`config.mk`:
```
export PLATFORM = sky130hd
export DESIGN_NAME = share_buffer
export DESIGN_NICKNAME = d
export VERILOG_FILES = /design/src/rtl/share_buffer.sv
export SDC_FILE = /design/constraint.sdc
export NUM_CORES = 1
export LEC_CHECK = 0
export ABC_AREA = 1
export BUFFER_PORTS_ARGS = -buffer_cell sky130_fd_sc_hd__buf_2
export CAP_MARGIN = 25
export CELL_PAD_IN_SITES_DETAIL_PLACEMENT = 1
export CELL_PAD_IN_SITES_GLOBAL_PLACEMENT = 2
export CORE_ASPECT_RATIO = 0.6
export CORE_UTILIZATION = 35
export DETAILED_ROUTE_END_ITERATION = 12
export PLACE_DENSITY = 0.7
export SLEW_MARGIN = 20
export SYNTH_ARGS = -nofsm -noshare
export SYNTH_HDL_FRONTEND = slang
export SYNTH_SLANG_ARGS = --single-unit
```
`constraint.sdc`:
```
create_clock -name clk -period 8.1 [get_ports clk]
set_input_delay 1.215 -clock clk [delete_from_list [all_inputs] [get_ports clk]]
set_output_delay 1.215 -clock clk [all_outputs]
set_load 0.005 [all_outputs]
```
`src/rtl/share_buffer.sv`:
```
// ---------------------------------------------------------------------------
// share_buffer
//
// Collects winning nonces ("shares") from the hash compare stage and queues
// them for the host. Each accepted hit gets a sequence number. The number
// advances for every hit, including hits lost to a full buffer, so the host
// can spot lost shares as gaps in the sequence.
//
// Ports
//   clk          : single clock, rising edge
//   rst_n        : asynchronous active-low reset
//   flush        : new work loaded; discard all queued shares
//   hit_valid    : single-cycle pulse, hit_nonce met the target
//   hit_nonce    : winning nonce (32 bits)
//   out_valid    : a share is presented to the host
//   out_ready    : host consumes the presented share this cycle
//   out_nonce    : nonce of the oldest share (0 when empty)
//   out_seq      : sequence number of the oldest share (0 when empty)
//   level        : number of queued shares, 0..DEPTH
//   dropped      : saturating count of hits lost to a full buffer
//   overflow     : sticky flag, set on any dropped hit
//   clr_overflow : clears dropped and overflow
// ---------------------------------------------------------------------------
module share_buffer #(
   parameter int DEPTH = 8,
   parameter int SEQ_W = 16
) (
   input  logic                     clk,
   input  logic                     rst_n,
   input  logic                     flush,
   input  logic                     hit_valid,
   input  logic [31:0]              hit_nonce,
   output logic                     out_valid,
   input  logic                     out_ready,
   output logic [31:0]              out_nonce,
   output logic [SEQ_W-1:0]         out_seq,
   output logic [$clog2(DEPTH):0]   level,
   output logic [SEQ_W-1:0]         dropped,
   output logic                     overflow,
   input  logic                     clr_overflow
);

   localparam int            AW       = $clog2(DEPTH);
   localparam logic [AW:0]   FULL_LVL = (AW+1)'(DEPTH);

   // Saturating increment for the drop counter.
   function automatic logic [SEQ_W-1:0] sat_inc(input logic [SEQ_W-1:0] v);
      return (&v) ? v : v + SEQ_W'(1);
   endfunction

   logic [31:0]      nonce_mem [DEPTH];
   logic [SEQ_W-1:0] seq_mem   [DEPTH];

   logic [AW-1:0]    rd_ptr;
   logic [AW-1:0]    wr_ptr;
   logic [AW:0]      cnt;
   logic [SEQ_W-1:0] next_seq;

   logic             pop;
   logic             push;
   logic             drop;
   logic             hit_live;

   // flush suppresses everything else happening in the same cycle. A full
   // buffer can still accept a hit when the host pops in that same cycle.
   always_comb begin
      hit_live = hit_valid && !flush;
      pop      = (cnt != '0) && out_ready && !flush;
      push     = hit_live && ((cnt != FULL_LVL) || pop);
      drop     = hit_live && !push;
   end

   always_ff @(posedge clk or negedge rst_n) begin
      if (!rst_n) begin
         rd_ptr   <= '0;
         wr_ptr   <= '0;
         cnt      <= '0;
         next_seq <= '0;
      end else begin
         if (flush) begin
            rd_ptr <= '0;
            wr_ptr <= '0;
            cnt    <= '0;
         end else begin
            if (push) wr_ptr <= wr_ptr + AW'(1);
            if (pop)  rd_ptr <= rd_ptr + AW'(1);
            case ({push, pop})
               2'b10:   cnt <= cnt + (AW+1)'(1);
               2'b01:   cnt <= cnt - (AW+1)'(1);
               default: cnt <= cnt;
            endcase
         end
         // Dropped hits consume a number too, so the host sees the gap.
         if (hit_live) next_seq <= next_seq + SEQ_W'(1);
      end
   end

   // A drop in the same cycle as a clear wins: the counter restarts at 1.
   always_ff @(posedge clk or negedge rst_n) begin
      if (!rst_n) begin
         dropped  <= '0;
         overflow <= 1'b0;
      end else if (drop) begin
         overflow <= 1'b1;
         dropped  <= clr_overflow ? SEQ_W'(1) : sat_inc(dropped);
      end else if (clr_overflow) begin
         overflow <= 1'b0;
         dropped  <= '0;
      end
   end

   // Storage is not reset; the read side is gated by the occupancy instead.
   always_ff @(posedge clk) begin
      if (push) begin
         nonce_mem[wr_ptr] <= hit_nonce;
         seq_mem[wr_ptr]   <= next_seq;
      end
   end

   // First-word-fall-through read of the oldest entry.
   always_comb begin
      out_valid = (cnt != '0);
      out_nonce = out_valid ? nonce_mem[rd_ptr] : '0;
      out_seq   = out_valid ? seq_mem[rd_ptr]   : '0;
      level     = cnt;
   end

endmodule

```
**After elaboration in Yosys (flattened, before gate mapping)**

Memories as Yosys holds them, arrays and structs flattened.
Index checks and enable logic that the tools add are counted.

- Register bits: 43
- RAM bits: 384
- Bits of input ports: 38
- Memories kept: 2

Memories:

| memory | words | bits a word | read ports | clocked after Yosys merged registers in | wr ports | line | RTL |
|---|---|---|---|---|---|---|---|
| nonce_mem | 8 | 32 | 1 | 0 | 1 | 51 | `logic [31:0] nonce_mem [DEPTH];` |
| seq_mem | 8 | 16 | 1 | 0 | 1 | 52 | `logic [SEQ_W-1:0] seq_mem [DEPTH];` |

- Add/sub/neg operators: 6
- Equality and inequality tests: 4
- Mux-type cells: 16
- Reductions and logical operators: 15

Operator list:

| kind | number |
|---|---|
| $mux W16 | 5 |
| $add A16 B1 Y16 const B | 2 |
| $mux W32 | 1 |
| $reduce_and A16 Y1 | 1 |
| $mux W3 | 4 |
| $pmux W4 S2 | 1 |
| $add A3 B1 Y3 const B | 2 |
| $reduce_bool A2 Y1 | 3 |
| $logic_and A1 B1 Y1 | 5 |
| $add A4 B1 Y4 const B | 1 |
| $mux W1 | 4 |
| $mux W4 | 1 |
| $ne A4 B4 Y1 const B | 1 |
| $reduce_bool A4 Y1 | 1 |
| $sub A4 B1 Y4 const B | 1 |
| $reduce_bool A3 Y1 | 1 |
| $eq A2 B1 Y1 const B | 1 |
| $eq A2 B2 Y1 const B | 1 |
| $logic_not A1 Y1 | 2 |
| $ne A2 B2 Y1 const B | 1 |
| $reduce_and A2 Y1 | 1 |
| $logic_or A1 B1 Y1 | 1 |

**Logic depth before layout (Yosys ltp)**

- Word-level depth: 9
- Depth in mapped cells: 14

**Least setup slack after synthesis**

No wires, ideal clock.

- Kind: input to register
- From: input port flush
- To: memory nonce_mem[0][0], enable pin
- Setup time: 0.454 ns
- Data arrival time: 3.870 ns
- Required time: 7.646 ns
- Slack: 3.777 ns
- Stages on the path: 7
- Buffers on the path: 0
- Path through: inv_1 -> nand3_2 -> nand2_1 -> nand2_1 -> inv_1 -> nand2_1 -> nor2_1

- Word-level cells in the longest chain between the ends: 6
- Elaborated cells on any way between the ends: 7
- Those cells by class: mux: 2; reduce/logical: 5

RTL lines:

| element | line | RTL |
|---|---|---|
| start, declared | 30 | `input logic flush,` |
| $logic_not A1 Y1 (*) | 67, 68 |  |
| $logic_and A1 B1 Y1 | 68 | `pop = (cnt != '0) && out_ready && !flush;` |
| $logic_or A1 B1 Y1 | 69 | `push = hit_live && ((cnt != FULL_LVL) \|\| pop);` |
| $logic_and A1 B1 Y1 (*) | 69 |  |
| $mux W1 (*) | 114 | `if (push) begin` |
| $mux W1 (implied by the code) (*) | 115 | `nonce_mem[wr_ptr] <= hit_nonce;` |
| end, declared | 51 |  |

Every way passes the cells marked *; elsewhere a longest branch is shown, timed or not.

**Worst setup path after layout**

- From: register rd_ptr[0]
- To: output port out_nonce[19]

- Word-level cells in the longest chain between the ends: 2

RTL lines:

| element | line | RTL |
|---|---|---|
| start, declared | 54 | `logic [AW-1:0] rd_ptr;` |
| start signal, assigned | 86 | `if (pop) rd_ptr <= rd_ptr + AW'(1);` |
| $mem_v2 Z8 W32 | -- |  |
| $mux W32 | 123 | `out_nonce = out_valid ? nonce_mem[rd_ptr] : '0;` |
| end, declared | 35 | `output logic [31:0] out_nonce,` |

Every way passes these cells.

==> results by group <==
Global routing
  – Antenna violations before repair: 0
  – Routing usage on met3: 2.758%
  – Routing layer with the top usage in global route: met2
  – Number of global-route vias before repair: 11764
  – Met2 Resource Use GR: between 20% and 30%
  – First-pass GRT wire length: roughly 72000 µm
  – Overflow left after global routing: 0
  – Met1 usage: 27.27%
  – Total global routing track utilization: 18.25%
  – Pin count of the biggest net entering global routing: 88

Status
  – Run status: complete, no violations

Power and ir drop
  – Pwr/cell area: 241.3 nW/µm²
  – Lkg Pwr: 6.993 nW
  – Max IR drop VDD: roughly 160 µV

Synth
  – Yosys reg bits: 427
  – Largest area contributor in the synthesized netlist: sky130_fd_sc_hd__edfxtp_1
  – Synth Instances: 1482
  – Dominant cells by area after synthesis: sky130_fd_sc_hd__edfxtp_1 (66%), sky130_fd_sc_hd__nor2_1 (9.2%), sky130_fd_sc_hd__o21ai_0 (6.6%), sky130_fd_sc_hd__dfrtp_1 (6.1%), sky130_fd_sc_hd__nand2_1 (2.5%)
  – Sequential share of the synthesized area: 71.86%
  – Share of synthesized registers carrying an async set or reset: about a tenth
  – Number of distinct library cells after synthesis: 34
  – Total nets after synthesis: approximately 1500
  – Synth Flop Type: sky130_fd_sc_hd__edfxtp_1
  – Cell with the most instances after synthesis: sky130_fd_sc_hd__nor2_1
  – Yosys warning total: 0
  – Number of enable flip-flop cells after synthesis: ~380
  – Post-synthesis cell area: 17540 µm²
  – Fraction of synthesized cell area taken by the top area cell type: 65.73%
  – Syn_area_per_cell: 11.84 µm²
  – Leading cell types by count after synthesis: sky130_fd_sc_hd__nor2_1 (430), sky130_fd_sc_hd__edfxtp_1 (384), sky130_fd_sc_hd__o21ai_0 (230), sky130_fd_sc_hd__nand2_1 (115), sky130_fd_sc_hd__o32ai_1 (48)

Clock network
  – Count of instances resized after the clock tree is built: 0
  – Reg clk slew, reported paths: 60 ps
  – Post-CTS Repair Setup Buffers: 0
  – Insertion delay to the later sink of the worst-skew pair: between 500 and 600 ps
  – Number of clock sinks: around 430
  – Quantity of hold-fixing buffers added after cts: 0
  – H-tree depth: 2
  – Worst-case clock buffer depth: 3
  – Number of clock buffers inserted by TritonCTS: 43
  – TritonCTS clock tree: built
  – Cell at the root of the clock tree: sky130_fd_sc_hd__clkbuf_16

Routing
  – Starting DRT DRC Count: 840
  – Final wirelength: between 40000 and 50000 µm
  – DRC violation count after routing: 0
  – Pre-Repair DR Iteration Count: 5
  – Number of vias per cell: 5.091
  – Antenna viol nets, final: 0
  – Total vias in the final route: roughly 11000
  – Detail-routed net length per standard cell: 20.49 µm

Critical path
  – Slowest cell delay on critical path: 810 ps
  – Endpoint kind of the worst setup timing path: output pin
  – Max stage delay cell, worst path: sky130_fd_sc_hd__buf_4
  – Data arrival, critical path: 3850 ps
  – Worst Path Class, Setup: reg2out
  – Delay-heaviest family, CP: buffers and inverters
  – CP Launch Type: flop
  – Required time reported for the critical path endpoint: a little under 7000 ps
  – Series of cell instances along the critical path: buf_4, buf_4, nor2_1, nor2_1, o21ai_0, o21ai_0, o21ai_0, nor2_1, buf_2
  – Buffers & Inverters on Critical Path: 3
  – Maximum fanout along the worst path: 85

Die
  – I/O pin total: 108
  – Chip height: 175.4 µm
  – Effective utilization at floorplan: ~35%
  – Row cnt: 63
  – Core Area: 49420 µm²
  – Floorplan die width: 291.0 µm
  – Die area: 51050 µm²

STA
  – Max_slew headroom: 36.70%
  – Clock period minus worst slack: 5070 ps
  – Maximum frequency from static timing analysis: 197.2 MHz
  – Final count of negative-setup-slack endpoints: 0
  – Worst Skew: 20.23 ps
  – Hold Fails Final Rpt: 0
  – Count of final max-slew check failures: 0
  – Final clock period utilization by the worst path: between 60 and 70%
  – Total negative slack: 0 ps
  – Unrepaired setup endpoints after global routing: no
  – Worst Hold Slack: about 480 ps
  – Least-Margin Pin Slew: between 900 and 1000 ps

Cells and area
  – Signed area change from the synthesized netlist to the final layout: 14.36%
  – Final antenna diode count: 0
  – Fraction of final layout cells with drive strength greater than 1: 12.96%
  – Net count, final: 1618

Job
  – Max-cap violations: 0

Hold path
  – Worst min-delay path class: reg2reg

Placement
  – Routability congestion estimate from global placement: 0.7366
  – Count of buffers inserted at the top-level ports: approximately 110
  – Placed wire-length estimate after detailed placement: ~25000 µm
## path summary, 6_finish.rpt
| check | slack (ps) | depth (start not counted) | to | from |
|---|---|---|---|---|
| worst max-delay path | 3030 | 9 | out_nonce[19] | rd_ptr[0]$_DFFE_PN0P_ |
| worst min-delay path | 480 | 2 | overflow$_DFFE_PN0P_ | overflow$_DFFE_PN0P_ |
| worst max register to register | 4190 | 10 | nonce_mem[1][28]$_DFFE_PP_ | level[0]$_DFFE_PN0P_ |
| worst min register to register | 480 | 2 | overflow$_DFFE_PN0P_ | overflow$_DFFE_PN0P_ |
| max in group asynchronous | 6830 | 2 | rd_ptr[1]$_DFFE_PN0P_ | rst_n |
| min in group asynchronous | 790 | 2 | dropped[6]$_DFFE_PN0P_ | rst_n |
## flip-flops by register name, indices dropped and copies added, names as in the netlist
| name | count |
|---|---|
| nonce_mem | 256 |
| dropped | 16 |
| wr_ptr | 3 |
| next_seq | 16 |
| seq_mem | 128 |
| level | 4 |
| rd_ptr | 3 |
| overflow | 1 |
## routing by layer
| layer | part of all wire [%] | vias to the layer above | wire length (µm) |
|---|---|---|---|
| met3 | 3.3 | 42 | 1533 |
| met4 | 1.2 | 0 | 539 |
| met2 | 45 | 166 | 20760 |
| met5 | 0 | - | 0 |
| met1 | 51 | 5844 | 23380 |
| li1 | - | 5429 | - |
## layout by cell type, fill, tap and decap left out, drive strengths merged, types with 3 or more instances in the layout
cell and count:
nand4 12, inv 40, nand2 116, nand3 25, o21ai 258, a21oi 3
nor2 434, edfxtp 384, bufinv 3, xnor2 4, o32ai 48, clkinv 20
xor2 14, nor3 7, buf 128, ha 6, clkbuf 52, dfrtp 43
## logic make-up (layout without fill, tap and decap cells)
family / Yosys count / after routing / share of synthesized area, %
AOI/OAI and AO/OA: 310 / 310 / 9.949
xor gates and xnor gates: 18 / 18 / 0.8986
adders and majority gates: 7 / 7 / 0.5420
buffers and inverters: 122 / 245 / 3.238
DFF: 427 / 427 / 71.86
and+or+nand+nor: 598 / 598 / 13.51
## tightest hold or removal path: cells and delay by family, from the launching register on
family | cells | cell delay (ps)
flip-flops | 1 | 340
AND/OR/NAND/NOR | 2 | 110
## per-stage QoR
stage / util [%] / power, mW / cells / cell area [µm²] / worst slack [ps]
after floorplan: - / 2.813 / 1482 / 17540 / 3777
after global placement: 37.80 / 2.979 / 2175 / 18680 / 3545
after detailed placement: 37.90 / 2.990 / 2177 / 18730 / 3557
after CTS: 40.54 / 4.911 / 2254 / 20040 / 2958
after global routing: 40.59 / 5.051 / 2255 / 20060 / 2688
final: 40.59 / 4.842 / 2255 / 20060 / 3030
## power by group
part	leakage, nW	switching [mW]	internal (mW)	total, mW
clock network	0.636	0.838	1.07	1.91
registers	3.95	0.0691	2.48	2.55
logic	2.40	0.265	0.121	0.387
total	6.99	1.17	3.67	4.84
## area by class of cell
class	count	area [µm²]
clock buffers	52	1110
flip-flops and latches	427	12620
inverters	40	155.1
well taps	650	813.3
clock inverters	25	195.2
repair buffers	128	745.7
multi-input cells	933	4428
fillers	5233	29360
No activity file was read; power rests on OpenSTA's default activity.
